--- config.mk ---
export PLATFORM = sky130hd
export DESIGN_NAME = seq_detector_param
export DESIGN_NICKNAME = d
export VERILOG_FILES = /design/src/rtl/seq_det_pkg.sv /design/src/rtl/sat_counter.sv /design/src/rtl/seq_detector_param.sv
export SDC_FILE = /design/constraint.sdc
export NUM_CORES = 1
export LEC_CHECK = 0
export ABC_CLOCK_PERIOD_IN_PS = 3060
export CAP_MARGIN = 20
export CORE_MARGIN = 3
export CORE_UTILIZATION = 48
export CTS_BUF_LIST = sky130_fd_sc_hd__clkbuf_16
export CTS_CLUSTER_SIZE = 24
export DETAILED_ROUTE_END_ITERATION = 6
export GPL_ROUTABILITY_DRIVEN = 0
export PLACE_DENSITY = 0.78
export SYNTH_ARGS = -nofsm -noshare
export SYNTH_HDL_FRONTEND = slang
export SYNTH_SLANG_ARGS = --single-unit
--- constraint.sdc ---
create_clock -name clk -period 3.06 [get_ports clk]
set_clock_uncertainty 0.2 [all_clocks]
set_input_delay 0.612 -clock clk [delete_from_list [all_inputs] [get_ports clk]]
set_output_delay 0.612 -clock clk [all_outputs]
set_load 0.02 [all_outputs]
--- src/rtl/seq_det_pkg.sv ---
// Shared constants and helpers for the parametrised serial pattern detector.
package seq_det_pkg;

    // Compare width used by masked_eq; MAX_LEN must not exceed this.
    localparam int unsigned CMP_W = 64;

    localparam int unsigned DEF_LEN_C = 3;
    localparam logic [CMP_W-1:0] DEF_PATTERN_C = CMP_W'(3'b101);

    // Width of a field able to hold 0..max_len.
    function automatic int unsigned len_w(input int unsigned max_len);
        return $clog2(max_len + 1);
    endfunction

    // True when the low len bits of a and b are equal.
    function automatic logic masked_eq(input logic [CMP_W-1:0] a,
                                       input logic [CMP_W-1:0] b,
                                       input int unsigned      len);
        logic [CMP_W-1:0] mask;
        mask = (len >= CMP_W) ? '1 : ((CMP_W'(1) << len) - CMP_W'(1));
        return ((a ^ b) & mask) == '0;
    endfunction

endpackage

--- src/rtl/sat_counter.sv ---
// Saturating up-counter with a sticky saturation flag and synchronous clear.
module sat_counter #(
    parameter int unsigned CNT_W = 8
) (
    input  logic             clk,
    input  logic             rst,
    input  logic             inc,
    input  logic             clr,
    output logic [CNT_W-1:0] count,
    output logic             sat
);

    localparam logic [CNT_W-1:0] MAX_C = '1;

    // Clear takes priority over a coincident increment.
    always_ff @(posedge clk or posedge rst) begin
        if (rst) begin
            count <= '0;
            sat   <= 1'b0;
        end else if (clr) begin
            count <= '0;
            sat   <= 1'b0;
        end else if (inc && (count != MAX_C)) begin
            count <= count + CNT_W'(1);
            if (count == (MAX_C - CNT_W'(1))) begin
                sat <= 1'b1;
            end
        end
    end

endmodule

--- src/rtl/seq_detector_param.sv ---
// Runtime-programmable serial pattern detector with Mealy match, registered
// match and saturating hit counter; supports overlapping and restart modes.
module seq_detector_param
    import seq_det_pkg::*;
#(
    parameter int unsigned         MAX_LEN     = 8,
    parameter int unsigned         CNT_W       = 8,
    parameter int unsigned         DEF_LEN     = DEF_LEN_C,
    parameter logic [MAX_LEN-1:0]  DEF_PATTERN = MAX_LEN'(DEF_PATTERN_C)
) (
    input  logic                        clk,
    input  logic                        rst,
    input  logic                        x_valid,
    input  logic                        x,
    input  logic                        overlap,
    input  logic                        cfg_we,
    input  logic [len_w(MAX_LEN)-1:0]   cfg_len,
    input  logic [MAX_LEN-1:0]          cfg_pattern,
    input  logic                        cnt_clr,
    output logic                        z,
    output logic                        z_reg,
    output logic [CNT_W-1:0]            hit_count,
    output logic                        hit_sat
);

    localparam int unsigned LEN_W = len_w(MAX_LEN);

    logic [MAX_LEN-2:0] hist;
    logic [LEN_W-1:0]   fill;
    logic [LEN_W-1:0]   fill_nxt;
    logic [LEN_W-1:0]   len_q;
    logic [MAX_LEN-1:0] pat_q;
    logic [MAX_LEN-1:0] window;
    logic               cfg_load;
    logic               accepted;
    logic               fill_ok;

    // An out-of-range length leaves the config alone and lets the bit through.
    assign cfg_load = cfg_we && (cfg_len != '0) && (cfg_len <= LEN_W'(MAX_LEN));
    assign accepted = x_valid && !cfg_load;
    assign window   = {hist, x};
    assign fill_ok  = ((LEN_W+1)'(fill) + (LEN_W+1)'(1)) >= (LEN_W+1)'(len_q);

    assign z = !rst && accepted && fill_ok &&
               masked_eq(CMP_W'(window), CMP_W'(pat_q), 32'(len_q));

    // Non-overlap restarts the fill count after a match; otherwise saturate.
    always_comb begin
        fill_nxt = fill;
        if (z && !overlap) begin
            fill_nxt = '0;
        end else if (fill != LEN_W'(MAX_LEN)) begin
            fill_nxt = fill + LEN_W'(1);
        end
    end

    always_ff @(posedge clk or posedge rst) begin
        if (rst) begin
            hist  <= '0;
            fill  <= '0;
            len_q <= LEN_W'(DEF_LEN);
            pat_q <= DEF_PATTERN;
            z_reg <= 1'b0;
        end else begin
            z_reg <= z;
            if (cfg_load) begin
                len_q <= cfg_len;
                pat_q <= cfg_pattern;
                hist  <= '0;
                fill  <= '0;
            end else if (accepted) begin
                hist <= window[MAX_LEN-2:0];
                fill <= fill_nxt;
            end
        end
    end

    sat_counter #(
        .CNT_W (CNT_W)
    ) u_hits (
        .clk   (clk),
        .rst   (rst),
        .inc   (z),
        .clr   (cnt_clr),
        .count (hit_count),
        .sat   (hit_sat)
    );

endmodule

==> results.cfg <==
[global_routing]
grt-ovfl-total = 0
track_usage_pct = 18.45
antenna_found_initial = 0
met1_usage_pct = 23.55
use_met3_pct = 3.913
grt_pass1_vias = 1548
grt.busiest_layer = met2
grt_max_degree = 34
use_met2_pct = 30.19
grt_first_pass_wirelength_mm = 7.107

[worst_setup_path]
required_ns = 2.25
crit_family = simple AND/OR/NAND/NOR gates
end_kind = primary output
path_cells = or4_4, ha_1, and2_1, o211ai_1, a21oi_2, nor4_4, buf_4
worstSetupStartpoint = len_q[3]
critPathSlowestCell = or4_4
cpPeakStageDelay_ns = 0.55
worstPathArrival_ns = 2.40
rr_startpoint = len_q[3]
cp_max_fo = 3
rrSetupSlack_ns = 0
cp-start-kind = flop
crit_type = reg -> out
critPathBufInv = 1

[timing]
rsz0062_at_grt = true
fin_crit_sh_pct = 105.1
finalSetupViolCount = 2
slew_viol_final = 0
fmax_mhz = 311.1
worst_slack_ns = -0.1546
relSlewSlack_pct = 65.29
period_needed_ns = 3.215
hold_viol_final = 0
worst_pin_slew_ns = 0.5190

[routing]
drt_iter0_markers = 67
wl_per_cell_um = 13.78
viasPerCell = 5.288
routed_wirelength_mm = 3.970
ant_nets = 0
drc = 0
num_vias = 1523
drtPass1Iterations = 4

[die]
coreArea_um2 = 3771
die_height_um = 69.42
boundaryPins = 30
start_util_pct = 51.19
rows = 22
fp.dieW_um = 69.42
die_area_um2 = 4819

[clock_network]
clk_pin_slew_ns = 0.05
cts.sinks = 33
htree_levels = 2
cts_buffers = 5
cts_tree = yes
root_buffer = clkbuf_16
clk_latency_ns = 0.28
cts_setup_buffers = 0
clockBufferDepth = 2

[finish]
final_area_um2 = 2574
fin_cells = 288
largest_registers = pat_q: 8 flops, u_hits.count: 8 flops, hist: 7 flops
n_antenna_cell = 0
drive_above_1_share_pct = 24.58
post-route-util_pct = 68.25
nNetsFinal = 267
area_growth_pct = 33.31

[run_status]
status = finished, violations left
violations = negative setup slack

[synth]
async_flop_share_pct = 100.0
yosysWarnings = 0
synth_top_area_share_pct = 37.59
ys.flop_type = dfrtp_1
syn_inst = 184
synth.area.top_cells = dfrtp_1 (38%), ha_1 (5.8%), mux2_2 (5.8%)
yosysMostFrequentCell = dfrtp_1
synth_area_um2 = 1931
yosysSeqAreaShare_pct = 43.03
ys_seq_elements = 33
synth_commonest_cells = dfrtp_1 (29), nor2_1 (19), inv_1 (14)
synth_area_leader_cell = dfrtp_1
syn_nets = 212
avgSynthCellArea_um2 = 10.49
synthDistinctLibCells = 44
synth_edf_count = 0

[pwr]
leakage_nw = 1.134
ir_drop_mv = 0.3893
p_per_area_nw_per_um2 = 575.6

[worst_hold_path]
min_from = pat_q[5]
hold_path_class = reg -> reg

[placed_design]
io_buffers = 29
dp_hpwl_mm = 2.930
dp_slack_ns = -0.3929
placed_cells = 280
post_dp_cell_area_um2 = 2435

[job]
maxCapViolCount = 0
timing repair:
action | in CTS | in global routing
hold buffers | 0 | 0
cloned | 0 | 0
gates resized for setup | 6 | 0
endpoints found under the setup margin | 2 | 3
metrics by stage:
step                       TNS [ns]  hold slack, ns  power, mW
final                       -0.1575          0.3338      1.481
after global routing        -0.3655          0.3546      1.577
after CTS                   -0.1844          0.3406      1.498
after detailed placement    -0.4928          0.3289      1.020
after global placement      -0.4442          0.2928      1.007
after floorplan           -0.008147          0.3008     0.8251
worst paths after layout:
| path | to | cells after the start |
|---|---|---|
| max | z | 7 |
| min | pat_q[5] | 1 |
| max reg2reg | u_hits.count[5] | 9 |
| min reg2reg | pat_q[5] | 1 |
| max in group asynchronous | len_q[0] | 3 |
| min in group asynchronous | pat_q[6] | 3 |
cells in the final DEF, fill, tap and decap left out, types with 2 or more instances in the layout:
| master | netlist | final |
|---|---|---|
| xor2_1 | 6 | 6 |
| dfstp_2 | 4 | 4 |
| clkdlybuf4s50_1 | 0 | 28 |
| o21ai_0 | 7 | 7 |
| inv_1 | 14 | 14 |
| nand2b_1 | 4 | 4 |
| a21oi_1 | 7 | 6 |
| nor3b_1 | 2 | 2 |
| clkbuf_16 | 0 | 5 |
| nor2_1 | 19 | 19 |
| a211oi_1 | 5 | 5 |
| mux2_1 | 2 | 2 |
| mux2_2 | 10 | 10 |
| nand2_1 | 6 | 6 |
| nand4_1 | 3 | 3 |
| clkinv_1 | 0 | 2 |
| nor3_1 | 4 | 4 |
| and2_1 | 2 | 2 |
| mux2i_1 | 9 | 8 |
| xnor2_1 | 8 | 8 |
| dfrtp_1 | 29 | 29 |
| ha_1 | 9 | 9 |
| nand3_1 | 6 | 6 |
| buf_4 | 0 | 26 |
cell type report:
cell class              instances  area (um^2)
clock buffers                   5        125.1
clock inverters                 3        12.51
fillers                       280         1197
inverters                      14        52.55
multi-input cells             131         1017
flip-flops and latches         33        830.8
well taps                      48        60.06
repair buffers                 54        475.5
worst reg2reg max path, delay by kind of cell (launching register included):
kind / cells / cell delay [ns]
DFF: 1 / 0.37
buffers and inverters: 1 / 0.27
muxes: 1 / 0.33
AOI/OAI and AO/OA: 2 / 0.30
adders and majority gates: 1 / 0.25
and+or+nand+nor: 4 / 1.24
report_power, final:
group | total [mW] | switching [mW] | internal (mW)
combinational | 0.474 | 0.218 | 0.255
sequential | 0.541 | 0.0437 | 0.497
clock | 0.466 | 0.173 | 0.293
layer usage:
layer / share of wire, % / up-vias
li1: - / 765
met1: 43 / 726
met2: 52 / 26
met3: 3.2 / 6
met4: 1.8 / 0
met5: 0 / -
logic make-up (layout without fill, tap and decap cells):
logic type,after synthesis,in the layout,share of synthesized area (%)
AND/OR/NAND/NOR,55,55,15.81
XOR/XNOR,14,14,6.351
adder cells (fa/ha/maj),9,9,5.833
flip-flops,33,33,43.03
AO/OA/AOI/OAI,32,32,12.64
multiplexers,21,21,11.67
buffers and inverters,20,76,4.666
No activity file was read; power rests on OpenSTA's default activity.
